## src/rtl/alu_op_sequencer.sv

```systemverilog
// alu_op_sequencer
// ----------------
// Clocked transaction front-end for a purely combinational 4-bit ALU.
// It accepts one operation over a valid/ready handshake and registers the
// operands into the ALU. After the ALU has had one full cycle to settle, it
// captures the result and flags. It then presents them downstream over a
// second valid/ready handshake.
//
// FSM: IDLE -> EXEC -> HOLD -> IDLE. Unknown encodings fall back to IDLE.
//
// Optional feature macro: ALU_SEQ_COUNT_EN
//   When it is defined, ops_done counts completed transfers (HOLD->IDLE).
//   The count saturates at 2**CNTW-1.
//   When it is undefined, ops_done is tied to 0.
//
// Ports
//   clk, rst               clock, synchronous active-high reset
//   in_valid/in_ready      upstream handshake (in_ready high only in IDLE)
//   in_a, in_b, in_op      operation presented by upstream
//   alu_a, alu_b, alu_op   registered operands/function driven to the ALU
//   alu_y, alu_cout        combinational ALU result and carry
//   out_valid/out_ready    downstream handshake
//   out_y, out_cout        registered result and carry
//   out_zero               registered zero flag of the captured result
//   busy                   high while in EXEC or HOLD
//   ops_done               completed-op counter (feature macro only)
module alu_op_sequencer #(
    parameter int WIDTH = 4,
    parameter int OPW   = 4,
    parameter int CNTW  = 8
) (
    input  logic             clk,
    input  logic             rst,
    input  logic             in_valid,
    output logic             in_ready,
    input  logic [WIDTH-1:0] in_a,
    input  logic [WIDTH-1:0] in_b,
    input  logic [OPW-1:0]   in_op,
    output logic [WIDTH-1:0] alu_a,
    output logic [WIDTH-1:0] alu_b,
    output logic [OPW-1:0]   alu_op,
    input  logic [WIDTH-1:0] alu_y,
    input  logic             alu_cout,
    output logic             out_valid,
    input  logic             out_ready,
    output logic [WIDTH-1:0] out_y,
    output logic             out_cout,
    output logic             out_zero,
    output logic             busy,
    output logic [CNTW-1:0]  ops_done
);

    typedef enum logic [1:0] {
        IDLE = 2'd0,
        EXEC = 2'd1,
        HOLD = 2'd2
    } state_t;

    state_t state;

`ifdef ALU_SEQ_COUNT_EN
    logic [CNTW-1:0] cnt;
    assign ops_done = cnt;
`else
    assign ops_done = '0;
`endif

    // All handshake and status outputs are registered.
    // This keeps any combinational path from out_ready to out_valid,
    // and from in_valid to in_ready, out of the design.
    always_ff @(posedge clk) begin
        if (rst) begin
            state     <= IDLE;
            in_ready  <= 1'b1;
            busy      <= 1'b0;
            out_valid <= 1'b0;
            alu_a     <= '0;
            alu_b     <= '0;
            alu_op    <= '0;
            out_y     <= '0;
            out_cout  <= 1'b0;
            out_zero  <= 1'b0;
`ifdef ALU_SEQ_COUNT_EN
            cnt       <= '0;
`endif
        end else begin
            case (state)
                IDLE: begin
                    if (in_valid) begin
                        alu_a    <= in_a;
                        alu_b    <= in_b;
                        alu_op   <= in_op;
                        in_ready <= 1'b0;
                        busy     <= 1'b1;
                        state    <= EXEC;
                    end
                end
                // The ALU inputs have been stable for a full cycle here,
                // so the result is sampled at the end of EXEC.
                EXEC: begin
                    out_y     <= alu_y;
                    out_cout  <= alu_cout;
                    out_zero  <= (alu_y == '0);
                    out_valid <= 1'b1;
                    state     <= HOLD;
                end
                // The result stays frozen until downstream takes it.
                // The data registers keep their values after the transfer.
                HOLD: begin
                    if (out_ready) begin
                        out_valid <= 1'b0;
                        busy      <= 1'b0;
                        in_ready  <= 1'b1;
                        state     <= IDLE;
`ifdef ALU_SEQ_COUNT_EN
                        if (cnt != {CNTW{1'b1}}) begin
                            cnt <= cnt + 1'b1;
                        end
`endif
                    end
                end
                default: begin
                    state     <= IDLE;
                    in_ready  <= 1'b1;
                    busy      <= 1'b0;
                    out_valid <= 1'b0;
                end
            endcase
        end
    end

endmodule

```

## config.mk

```make
export PLATFORM = sky130hd
export DESIGN_NAME = alu_op_sequencer
export DESIGN_NICKNAME = d
export VERILOG_FILES = /design/src/rtl/alu_op_sequencer.sv
export SDC_FILE = /design/constraint.sdc
export NUM_CORES = 1
export LEC_CHECK = 0
export CELL_PAD_IN_SITES_DETAIL_PLACEMENT = 0
export CELL_PAD_IN_SITES_GLOBAL_PLACEMENT = 1
export CORE_MARGIN = 2
export CORE_UTILIZATION = 27
export DETAILED_ROUTE_END_ITERATION = 10
export PLACE_DENSITY = 0.81
export SLEW_MARGIN = 20
export SYNTH_ARGS = -nofsm -noshare
export SYNTH_HDL_FRONTEND = slang
export SYNTH_SLANG_ARGS = --single-unit
```

## constraint.sdc

```tcl
create_clock -name clk -period 2.1 [get_ports clk]
set_input_delay 0.42 -clock clk [delete_from_list [all_inputs] [get_ports clk]]
set_output_delay 0.42 -clock clk [all_outputs]
set_load 0.01 [all_outputs]
```

* Yosys cells after proc, flatten, opt, wreduce, memory -nomap -nowiden *
Cells that the tools add are included.

word-level totals
  bits in registers = 23
  input bits = 21
  output and inout port bits = 29
  word-level logic and storage cells = 32

operators by class
  equality and inequality tests = 4
  muxes and demuxes = 10
  bitwise logic cells = 2
  reductions and logical operators = 6

operators by type and width
  kind                  number
  $pmux W1 S3           3
  $pmux W2 S3           1
  $reduce_and A2 Y1     3
  $logic_not A4 Y1      1
  $mux W1               4
  $mux W2               2
  $ne A2 B2 Y1 const B  2
  $reduce_and A3 Y1     1
  $eq A2 B1 Y1 const B  1
  $eq A2 B2 Y1 const B  1
  $logic_not A2 Y1      1
  $not A1 Y1            2

* Longest topological paths before layout *
Gate-level depths: netlist of the first run.

  word-level depth = 3
  gate-level depth with buffers = 4
  depth with buffers taken out = 3

* Worst setup path before layout of the first run *
No wires, ideal clock.

  path type = input to register
  from = input port in_valid
  to = register alu_a[0]
  library setup time = 0.132 ns
  arrival time = 1.041 ns
  required time = 1.968 ns
  setup slack = 0.927 ns
  stages on the path = 4
  path buffers = 1
  path through = or3b_4 -> buf_6 -> nand2_1 -> a21oi_1

on the way
  longest elaborated chain between the ends = 1

ends and longest elaborated chain
  element                      RTL line  text
  start: declaration           34        input logic in_valid,
  $reduce_and A2 Y1 (no line)  --
  end signal: assignment       90        alu_a <= in_a;
  end: declaration             39        output logic [WIDTH-1:0] alu_a,

Every way passes these cells.
A chain may end at the register's enable or synchronous reset.

* Final worst setup path of the first run *
  from = register in_ready
  to = output port in_ready

RTL lines
  element                   RTL line  text
  start: declaration        35        output logic in_ready,
  start signal: assignment  74        in_ready <= 1'b1;
  start signal: assignment  93        in_ready <= 1'b0;
  start signal: assignment  113       in_ready <= 1'b1;

No word-level cell between the ends.

==> reports/results.ini, run 1 <==
[grt]
global_route_wire_length_before_repair_um = 3139
grt.overflow.total = 0
track_usage_pct = 11.00
via_count_of_the_first_global_routing_pass = 802
largest_net_degree_at_the_start_of_global_routing = 16
initial_antenna_violation_count = 0

[worst_setup_path]
cp.required_ns = 1.68
worst-setup-path-type = reg2out
crit_path_end_kind = output port
timing.critical_path.cells = clkdlybuf4s50_1
slowest_delay_ns = 0.55
critical_path.slowest_cell = clkdlybuf4s50_1
crit_arrival_ns = 1.22
timing.critical_path.buf_inv = 1
regToRegSetupSlack_ns = 0.93
timing.critical_path.max_delay_family = buffers and inverters
startpoint_type = register
path_max_fanout = 3

[logic_synthesis]
post_synth.cell_area_avg_sq_um = 8.093
synth.area.mux_share_pct = 0
compound_gate_portion_of_the_synthesized_area_pct = 13.23
synthDominantCellAreaShare_pct = 51.25
largest_family_of_logic_cells_by_synthesized_area = simple AND/OR/NAND/NOR gates
netlist_area_sq_um = 898.4
synth_edf_count = 0
ys_flop_type = dfxtp_1
synth-xor-area-share_pct = 0
async_flop_share_pct = 0
synth.yosys.seq_area_share_pct = 51.25
synthesis.instances = 111
synth.yosys.warnings = 0
synth-simple-area-share_pct = 25.77
synth_top_area_cell = dfxtp_1
post_synth_num_cell_types = 18
synth-adder-area-share_pct = 0
synth.area.top_cells = dfxtp_1 (51%), nand2_1 (15%), a21oi_1 (11%), buf_4 (6.7%), nor2_1 (2.5%)
ys_ff_latch = 23

[floorplanning]
io_pins = 50
floorplan.die.height_um = 61.68
fp.coreArea_sq_um = 3103
initial_core_util_pct = 28.95
design.die.area_sq_um = 3804
number_of_core_rows = 20
die_width_um = 61.68

[clock_network]
max-clock-path-buffers = 2
clock-root-buffer = clkbuf_4
post_cts_sizing = 0
cts_hold_buffers = 0
post_cts_clock_slew_at_the_launch_and_capture_registers_of_the_worst_setup_and_hold_paths_ns = 0.11
cts.repair_timing.setup_buffer_count = 0
cts_tree = yes
insertion_delay_ns = 0.30
cts_num_sinks = 23
h-tree-depth = 1
numCtsBuffers = 3

[timing]
min_period_over_period_pct = 78.31
hold_viol_final = 0
totalNegativeSetupSlack_ns = 0
holdWs_ns = 0.4595
finalWorstPathRequiredPeriod_ns = 1.644
final_max_slew_violation_count = 0
finalClockSkew_ns = 0.003290
unrepaired_setup_endpoints_after_global_routing = false
setup-violations-final = 0
timing.fmax_mhz = 608.1

[layout]
layout.cell_area.non_filler_sq_um = 1348
antenna_cells = 0
layout.area.seq_sq_um = 460.4
multi_input_logic_area_sq_um = 380.4
final_cell_count_no_fill = 197
post_route_cells_drive_above_1_share_pct = 4.575
area.growth.synth_to_final_pct = 50.00
num-fill-cells = 342
finalNetCount = 175

[hold_path]
min_path_type = reg2reg

[power]
cellLeakagePower_nw = 0.5028
ir_drop_uv = 373.3
cellPowerDensity_nw_per_um2 = 637.0

[flow_run]
max-cap-violations = 0

[drt]
wire_length_per_cell_after_detailed_routing_um = 10.01
vias = 816
drtIter0Drc = 13
drt-pass1-iter-count = 4
antenna_violating_nets_remaining = 0
post-route-drc-count = 0
totalWireLength_um = 1971
routed_vias_inst = 4.142

[placement]
placement.io_buffers = 41
postPlaceCellArea_sq_um = 1321
placed_cells = 193
finalWeightedCongestion = 0.7232
placed_wire_length_estimate_um = 1492

[outcome]
run_status = finished, final reports clean

## layer usage
| layer | vias to the layer above | GRT usage (%) | share of wire (%) |
|---|---|---|---|
| li1 | 425 | - | - |
| met1 | 352 | 13.22 | 47 |
| met2 | 39 | 18.50 | 44 |
| met3 | 0 | 4.412 | 9.0 |
| met4 | 0 | 2.432 | 0 |
| met5 | - | 0 | 0 |
## flip-flops by register name (all words and copies together) (netlist names)
signal     count
alu_a          4
alu_b          4
alu_op         4
busy           1
in_ready       1
out_cout       1
out_valid      1
out_y          4
out_zero       1
state          2
## metrics by stage
step                setup WS, ns  util, %  power (mW)
detailed placement        0.4286    42.58      0.6761
floorplan                 0.9267        -      0.5828
finish                    0.4555    43.43      0.8584
global route              0.4074    43.43      0.9033
global placement          0.4497    42.58      0.6737
CTS                       0.4369    43.43      0.8736
## where the power goes
group          switching (mW)  total, mW  internal (mW)
sequential             0.0198      0.485          0.465
combinational          0.0767      0.181          0.104
clock                   0.119      0.193         0.0739
## layout by cell type, fill, tap and decap left out
cell type,count
nor2_1,6
clkdlybuf4s50_1,41
nor3b_2,1
nand2b_1,2
o21ai_0,3
nor4_1,1
and2b_1,1
nand2_1,36
clkbuf_4,3
nor2b_1,3
a21oi_1,19
conb_1,8
or3b_4,1
buf_4,2
nor3_1,1
o31a_1,1
dfxtp_1,23
clkbuf_1,1
## layout make-up
type	instances	area share (%)
clock buffers	4	1.950
multi-input cells	83	28.23
flip-flops and latches	23	34.17
well taps	44	4.085
repair buffers	43	31.57
## synth_stat cells, drive strengths merged (2+ instances only)
master,instances
nand2,36
clkbuf,2
nor2b,3
a21oi,19
buf,10
nor2,6
o21ai,3
dfxtp,23
nand2b,2
## cells by family (layout without fill, tap and decap cells)
family                 Yosys count  count (layout)
AND/OR/NAND/NOR                 52              52
AO/OA/AOI/OAI                   23              23
flip-flops                      23              23
buffers and inverters           12              47
other                            1               8
## worst paths after layout
kind / cells past startpoint / start / endpoint
worst min register to register: 2 / alu_op[2] / alu_op[2]
worst min-delay path: 2 / alu_op[2] / alu_op[2]
worst max-delay path: 1 / in_ready / in_ready
worst max register to register: 3 / state[0] / alu_op[3]
Power figures use the tool's default switching activity.
==> inputs of run 2 (changes only) <==
CORE_UTILIZATION = 23   (was 27)
PLACE_DENSITY = 0.74   (was 0.81)
clock period = 1.33 ns   (was 2.1 ns; I/O delays follow)
==> reports/results.ini, run 2 (synthesis results as in run 1) <==
[timing]
min_period_over_period_pct = 92.06
unrepaired_setup_endpoints_after_global_routing = false
final_max_slew_violation_count = 0
hold_viol_final = 0
finalClockSkew_ns = 0.003594
totalNegativeSetupSlack_ns = 0
finalWorstPathRequiredPeriod_ns = 1.224
setup-violations-final = 0
timing.fmax_mhz = 816.8

[worst_setup_path]
setup.worst_path.start = in_valid
crit_path_end_kind = register
crit-reg2reg-launch = state[0]
worst-setup-path-type = in2reg
crit_arrival_ns = 1.38
path_max_fanout = 13
cp.required_ns = 1.48
startpoint_type = primary input

[flow_run]
max-cap-violations = 0

[power]
cellPowerDensity_nw_per_um2 = 1070
swShare_pct = 25.30
switching_power_mw = 0.3682
total_power_mw = 1.455
cellLeakagePower_nw = 0.6020
share_seq_of_total_power_pct = 52.4
comb_power_share_pct = 18.3
internal_power_mw = 1.087
ir_drop_uv = 410.6
clkPwrFrac_pct = 29.4

[grt]
largest_net_degree_at_the_start_of_global_routing = 14
initial_antenna_violation_count = 0
via_count_of_the_first_global_routing_pass = 811
grt.overflow.total = 0
global_route_wire_length_before_repair_um = 3581
track_usage_pct = 10.51

[layout]
final_core_utilization_pct = 36.60
finalNetCount = 177
antenna_cells = 0
post_route_cells_drive_above_1_share_pct = 5.806
leading_cell_type_in_the_layout_fill_and_taps_excluded = nand2_1
mostFrequentLayoutCells = nand2_1 (36), dfxtp_1 (23), dlygate4sd2_1 (21), clkdlybuf4s50_1 (20), a21oi_1 (19)
num-fill-cells = 410
area.growth.synth_to_final_pct = 51.39
final_cell_count_no_fill = 203

[placement]
finalWeightedCongestion = 0.6496
placed_wire_length_estimate_um = 1626
placed_cells = 199
placement.io_buffers = 41

[drt]
antenna_violating_nets_remaining = 0
routed_vias_inst = 4.138
drt-pass1-iter-count = 4
totalWireLength_um = 2105
post-route-drc-count = 0
vias = 840
drtIter0Drc = 25
wire_length_per_cell_after_detailed_routing_um = 10.37

[clock_network]
cts_num_sinks = 23
numCtsBuffers = 3
cts_hold_buffers = 0
post_cts_clock_slew_at_the_launch_and_capture_registers_of_the_worst_setup_and_hold_paths_ns = 0.08
max-clock-path-buffers = 2
h-tree-depth = 1
cts_tree = yes
cts.repair_timing.setup_buffer_count = 0
clock-root-buffer = clkbuf_8
post_cts_sizing = 21
insertion_delay_ns = 0.26

[floorplanning]
design.die.area_sq_um = 4422
number_of_core_rows = 22
fp.coreArea_sq_um = 3716
floorplan.die.height_um = 66.50
die_width_um = 66.50
initial_core_util_pct = 24.18
io_pins = 50

[hold_path]
timing.hold.worst.start = out_cout
min_path_type = reg2reg

[outcome]
run_status = finished, final reports clean

## run 2: cell types whose count changed in the layout (fill, tap and decap cells not counted)
| cell | change |
|---|---|
| clkbuf_4 | -3 |
| buf_4 | +2 |
| clkdlybuf4s50_1 | -21 |
| dlygate4sd2_1 | +21 |
| clkbuf_8 | +3 |
## run 2: worst paths after layout
path,slack [ns],to,depth (start not counted)
min,0.45,out_cout,2
max reg2reg,0.17,alu_op[1],3
min reg2reg,0.45,out_cout,2
max,0.11,alu_op[1],4
## run 2: final cells by class
cell class	count	area (sq um)	share of cell area, %
clock buffers	4	45.04	3.312
multi-input cells	83	380.4	27.97
flip-flops and latches	23	460.4	33.85
well taps	48	60.06	4.416
repair buffers	45	414.1	30.45
## run 2: worst max-delay path, stage by stage
cell and delay (ns):
clkdlybuf4s50_1 0.48, or3b_4 0.46, nand2_1 0.10, a21oi_1 0.06
## run 2: power by group through the flow
stage	combinational, mW	sequential, mW	clock, mW
global placement	0.290	0.780	0
CTS	0.269	0.763	0.438
detailed placement	0.296	0.780	0
finish	0.266	0.762	0.428
floorplan	0.124	0.796	0
global route	0.298	0.770	0.464
## run 2: metal layers
| metal | GRT usage, % | wire length, um |
|---|---|---|
| met1 | 12.59 | 985 |
| met2 | 17.38 | 916 |
| met3 | 4.054 | 192 |
| met4 | 3.061 | 10 |
| met5 | 0 | 0 |
## run 2: metrics by stage
step,area (sq um),setup slack [ns],hold slack (ns)
2_1_floorplan,924.6,0.1958,0.3453
3_3_place_gp,1341,-0.1552,0.4442
3_5_place_dp,1341,-0.1747,0.4456
4_1_cts,1360,0.09430,0.4539
5_1_grt,1360,0.03990,0.4705
6_report,1360,0.1057,0.4528
